$ cat config.mk
export PLATFORM = sky130hd
export DESIGN_NAME = mc_idle_monitor
export DESIGN_NICKNAME = d
export VERILOG_FILES = /design/src/rtl/mc_idle_monitor.sv
export SDC_FILE = /design/constraint.sdc
export NUM_CORES = 1
export LEC_CHECK = 0
export ABC_CLOCK_PERIOD_IN_PS = 2720
export CELL_PAD_IN_SITES_DETAIL_PLACEMENT = 0
export CELL_PAD_IN_SITES_GLOBAL_PLACEMENT = 1
export CORE_UTILIZATION = 25
export DETAILED_ROUTE_END_ITERATION = 7
export PLACE_DENSITY = 0.63
export SYNTH_ARGS = -nofsm -noshare
export SYNTH_HDL_FRONTEND = slang
export SYNTH_SLANG_ARGS = --single-unit
$ cat constraint.sdc
create_clock -name clk -period 2.72 [get_ports clk]
set_input_delay 0.544 -clock clk [delete_from_list [all_inputs] [get_ports clk]]
set_output_delay 0.544 -clock clk [all_outputs]
set_load 0.01 [all_outputs]
$ cat src/rtl/mc_idle_monitor.sv
`timescale 1ns/1ps
`default_nettype none
// ============================================================================
//  Module      : mc_idle_monitor
//  Description : Memory-controller idle monitor. It watches scheduler command
//                traffic and the request queue, counts consecutive idle
//                cycles and issues a single power-down command once the
//                programmed idle threshold is met. It then holds in power-down
//                until activity returns.
//
//  Ports
//    clk               : sole clock, rising edge
//    reset_n           : asynchronous active-low reset
//    cmd_valid         : scheduler command strobe
//    cmd_in[3:0]       : scheduler command code (meaningful with cmd_valid)
//    queue_nonempty    : request queue holds at least one entry
//    refresh_pending   : refresh due; blocks power-down issue
//    pd_enable         : power-down entry permitted
//    idle_threshold    : idle cycles required before entry (0 disables)
//    activity_detected : registered activity flag
//    cmd_type[3:0]     : registered command code to the power-management stage
//    pd_hold           : high while holding in power-down
//    idle_count        : current idle counter value
//    pd_entries[7:0]   : power-down commands issued, wraps 255->0
//
//  Revision    : 1.0 - initial release
// ============================================================================
module mc_idle_monitor #(
    parameter int unsigned CNT_W   = 16,
    parameter logic [3:0]  NOP_CMD = 4'b0000,
    parameter logic [3:0]  PD_CMD  = 4'b0100
) (
    input  logic             clk,
    input  logic             reset_n,
    input  logic             cmd_valid,
    input  logic [3:0]       cmd_in,
    input  logic             queue_nonempty,
    input  logic             refresh_pending,
    input  logic             pd_enable,
    input  logic [CNT_W-1:0] idle_threshold,
    output logic             activity_detected,
    output logic [3:0]       cmd_type,
    output logic             pd_hold,
    output logic [CNT_W-1:0] idle_count,
    output logic [7:0]       pd_entries
);

    // State encoding
    localparam logic [1:0] c_BUSY  = 2'd0;
    localparam logic [1:0] c_COUNT = 2'd1;
    localparam logic [1:0] c_ISSUE = 2'd2;
    localparam logic [1:0] c_HOLD  = 2'd3;

    localparam logic [CNT_W-1:0] c_CNT_MAX = '1;
    localparam logic [CNT_W-1:0] c_CNT_ONE = CNT_W'(1);

    logic [1:0]       r_state;
    logic [1:0]       w_state_nxt;
    logic [CNT_W-1:0] r_idle_count;
    logic [CNT_W-1:0] w_count_nxt;
    logic             w_act_now;
    logic             w_issue_ok;
    logic             w_enter_issue;
    logic             r_activity;
    logic [3:0]       r_cmd_type;
    logic [7:0]       r_pd_entries;

    // A NOP strobe is not activity; a non-empty queue always is.
    assign w_act_now = (cmd_valid && (cmd_in != NOP_CMD)) || queue_nonempty;

    // ">=" rather than "==" so that lowering the threshold below the running
    // count still lets entry happen instead of stalling until saturation.
    assign w_issue_ok = (r_idle_count >= idle_threshold) &&
                        (idle_threshold != '0) &&
                        pd_enable && !refresh_pending;

    always_comb begin
        w_state_nxt = r_state;
        w_count_nxt = r_idle_count;
        case (r_state)
            c_BUSY: begin
                if (w_act_now) begin
                    w_state_nxt = c_BUSY;
                    w_count_nxt = '0;
                end else begin
                    w_state_nxt = c_COUNT;
                    w_count_nxt = c_CNT_ONE;
                end
            end
            c_COUNT: begin
                if (w_act_now) begin
                    w_state_nxt = c_BUSY;
                    w_count_nxt = '0;
                end else if (w_issue_ok) begin
                    // Count is held while the power-down command goes out.
                    w_state_nxt = c_ISSUE;
                end else if (r_idle_count != c_CNT_MAX) begin
                    w_count_nxt = r_idle_count + c_CNT_ONE;
                end
            end
            c_ISSUE: begin
                // Activity during the issue cycle wins over entering HOLD.
                if (w_act_now) begin
                    w_state_nxt = c_BUSY;
                    w_count_nxt = '0;
                end else begin
                    w_state_nxt = c_HOLD;
                end
            end
            c_HOLD: begin
                if (w_act_now) begin
                    w_state_nxt = c_BUSY;
                    w_count_nxt = '0;
                end
            end
            default: begin
                w_state_nxt = c_BUSY;
                w_count_nxt = '0;
            end
        endcase
    end

    // Only COUNT can lead to ISSUE, and ISSUE never repeats itself.
    assign w_enter_issue = (w_state_nxt == c_ISSUE) && (r_state != c_ISSUE);

    always_ff @(posedge clk or negedge reset_n) begin
        if (!reset_n) begin
            r_state      <= c_BUSY;
            r_idle_count <= '0;
            r_activity   <= 1'b0;
            r_cmd_type   <= NOP_CMD;
            r_pd_entries <= 8'd0;
        end else begin
            r_state      <= w_state_nxt;
            r_idle_count <= w_count_nxt;
            r_activity   <= w_act_now;
            // PD_CMD overrides any concurrent (necessarily NOP) strobe so it
            // is visible for exactly the single ISSUE cycle.
            if (w_enter_issue) begin
                r_cmd_type   <= PD_CMD;
                r_pd_entries <= r_pd_entries + 8'd1;
            end else if (cmd_valid) begin
                r_cmd_type   <= cmd_in;
            end else begin
                r_cmd_type   <= NOP_CMD;
            end
        end
    end

    assign activity_detected = r_activity;
    assign cmd_type          = r_cmd_type;
    assign pd_hold           = (r_state == c_HOLD);
    assign idle_count        = r_idle_count;
    assign pd_entries        = r_pd_entries;

endmodule
`default_nettype wire

==> results_dict.tcl <==
set metrics [dict create \
    end_kind "flip-flop" \
    syn_inst 227 \
    nFillCells 824 \
    start_util_pct 26.4 \
    finalInstanceArea_mm2 0.00321 \
    core_area_mm2 0.00793 \
    place_inst 402 \
    yosys.area.top_type_share_pct 37.1 \
    final_cells 412 \
    synth_top_area_cell "dfrtp_1" \
    post_drt_wl_per_cell_um 15.5 \
    synth-edff-count 0 \
    antenna_left 0 \
    dieHeight_um 93.5 \
    power_density_mw_per_mm2 307 \
    io_pins 56 \
    max_slew_margin_pct 70.2 \
    ys_ff_latch 31 \
    status "complete, no violations" \
    syn_area_mm2 0.00209 \
    setup_viol 0 \
    fin_crit_sh_pct 96.9 \
    pre_cts_ws_ns -0.593 \
    vias 2070 \
    ir_worst_vdd_mv 0.187 \
    netlist_top_cells_area "dfrtp_1, ha_1, or4_1, inv_1, a21oi_1" \
    portBuffers 55 \
    grt.overflow.total 0 \
    drt-pass1-iter-count 4 \
    place_area_mm2 0.00293 \
    rows 32 \
    rsz0062_at_grt "false" \
    leakage_nw 1.50 \
    synth_warnings 0 \
    grt_pass1_wl_um 10500 \
    hold_viol_final 0 \
    antenna_found_initial 0 \
    fmax_mhz 379 \
    worstMarginPinSlew_ns 0.447 \
    grt_max_degree 32 \
    grt.total_usage_pct 15.7 \
    cts-root-buf "clkbuf_8" \
    tritoncts "yes" \
    cp.required_ns 2.93 \
    yosysMostFrequentCell "dfrtp_1" \
    routed_wl_um 6390 \
    drtIter0Drc 110 \
    finClkSkew_ns 0.00210 \
    min_period_ns 2.64 \
    multi_input_area_mm2 0.00134 \
    seqCellArea_um2 776 \
    cp_cell_sequence "clkdlybuf4s50_1 -> inv_1 -> ha_1 -> o21a_1 -> nor2_2 -> o32a_1 -> a21oi_4 -> buf_6 -> buf_4 -> or4_1 -> a21oi_2" \
    critPathMaxFanout 7 \
    cpPeakStageDelay_ns 0.49 \
    synth.avg_cell_area_um2 9.22 \
    worstHoldPathType "reg -> reg" \
    finish.net_count 354 \
    clk_latency_ns 0.28 \
    ff2ff_path_depth 9 \
    grt_pass1_vias 2111 \
    cp-start-kind "input pin" \
    ctsHoldBuffers 0 \
    synthArstFlopShare_pct 100 \
    min_path_cells 1 \
    cts_sinks 31 \
    drive_above_1_share_pct 21.3 \
    ys_types 49 \
    hold-worst-slack_ns 0.474 \
    dieArea_mm2 0.00874 \
    hpwl_um 4820 \
    slew_viol_final 0 \
    routed_via_density 5.02 \
    synthFlopType "dfrtp_1" \
    syn_nets 271 \
    place_congestion 0.755 \
    numCtsBuffers 5 \
    seq_area_frac_synth_pct 37.1 \
    areaGrowthSynthToFinish_pct 53.2 \
    h-tree-depth 2 \
    die_w_um 93.5 \
    synth_top_cells_by_count "dfrtp_1, inv_1, ha_1" \
    antenna_cells 0 \
    cp_slowest_cell "clkdlybuf4s50_1" \
    cap_violations 0 \
    fin_ws_ns 0.0836 \
    path_clk_slew_ns 0.07 \
    power_mw 0.984 \
    cp_data_arrival_time_ns 2.85 \
    cts.path.max_buffers 2 \
    worstSetupPathType "in -> reg" \
    drcViolationCount 0 \
]
-- repair_timing --
item | CTS | global route
gates cloned | 1 | 0
endpoints found under the setup margin | 23 | 20
gates resized for setup | 34 | 8
setup buffers | 3 | 0
pin swaps | 13 | 6
-- report_power, final --
group | switching [mW] | total, mW | internal (mW)
Clock | 0.173 | 0.371 | 0.198
Combinational | 0.0683 | 0.142 | 0.0739
Sequential | 0.00352 | 0.470 | 0.467
Total | 0.244 | 0.984 | 0.739
-- routing by layer --
layer	track usage (%)	wire, µm	vias up
li1	-	-	1010
met1	20.4	2980	989
met2	25.8	2940	61
met3	3.82	380	10
met4	4.36	89	0
met5	0	0	-
-- registers in the layout (all words and copies together) (netlist names) --
name               count
pd_entries             8
idle_count            16
cmd_type               4
activity_detected      1
r_state                2
-- stage by stage --
step	setup TNS [ns]	utilization, %
2_1_floorplan	0	-
3_3_place_gp	-10.80	37.0
3_5_place_dp	-11.24	37.0
4_1_cts	0	40.0
5_1_grt	0	40.4
6_report	0	40.4
-- path summary, 6_finish.rpt --
kind / slack (ns) / from / end
max in group asynchronous: 1.77 / reset_n / idle_count[10]$_DFFE_PN0P_
hold / removal: 0.47 / pd_entries[7]$_DFFE_PN0P_ / pd_entries[7]$_DFFE_PN0P_
setup / recovery: 0.08 / idle_threshold[3] / idle_count[3]$_DFFE_PN0P_
setup reg to reg: 0.25 / idle_count[6]$_DFFE_PN0P_ / idle_count[3]$_DFFE_PN0P_
hold reg to reg: 0.47 / pd_entries[7]$_DFFE_PN0P_ / pd_entries[7]$_DFFE_PN0P_
min in group asynchronous: 0.66 / reset_n / pd_entries[5]$_DFFE_PN0P_
-- kinds of logic after synthesis --
logic type | after synthesis | synth area share [%]
buffers and inverters | 31 | 6.64
AOI/OAI and AO/OA | 52 | 16.9
DFF | 31 | 37.1
muxes | 2 | 1.02
adders and majority gates | 18 | 10.8
xor gates and xnor gates | 7 | 2.93
and+or+nand+nor | 86 | 24.6
-- area by class of cell --
cell class / count / area share, %
clock buffers: 6 / 2.58
clock inverters: 1 / 0.156
inverters: 19 / 2.22
multi-input cells: 165 / 41.9
flip-flops and latches: 31 / 24.2
well taps: 102 / 3.98
repair buffers: 88 / 25.0
-- worst max-delay path, delay by kind of cell --
family | cells | cell delay [ns]
simple gates | 2 | 0.58
buf+inv | 4 | 0.88
compound gates | 4 | 0.55
fa+ha+maj | 1 | 0.29
-- cell usage in the layout, fill, tap and decap left out, types with 2 or more instances in the layout --
cell              n
dlymetal6s2s_1    4
o21ai_0           4
or4b_1            2
and3_1            7
or4_1            11
a31oi_1           3
clkbuf_8          6
o21ai_1           3
nand2b_1          2
clkdlybuf4s50_1  41
a21oi_1          10
nand4_1           8
ha_4              8
o31ai_1           8
xnor2_1           7
nor2_1            8
nand3_1           9
inv_2             6
o211ai_1          3
dfrtp_1          31
and2_1            7
nor2b_1           2
dlygate4sd2_1    10
inv_1            13
nand2_1          11
a21o_1            5
buf_6             2
buf_4            30
nor4_1            5
a21oi_2           2
ha_1             10
or2_1             2
Note: power is estimated with default switching activity, not from simulation.
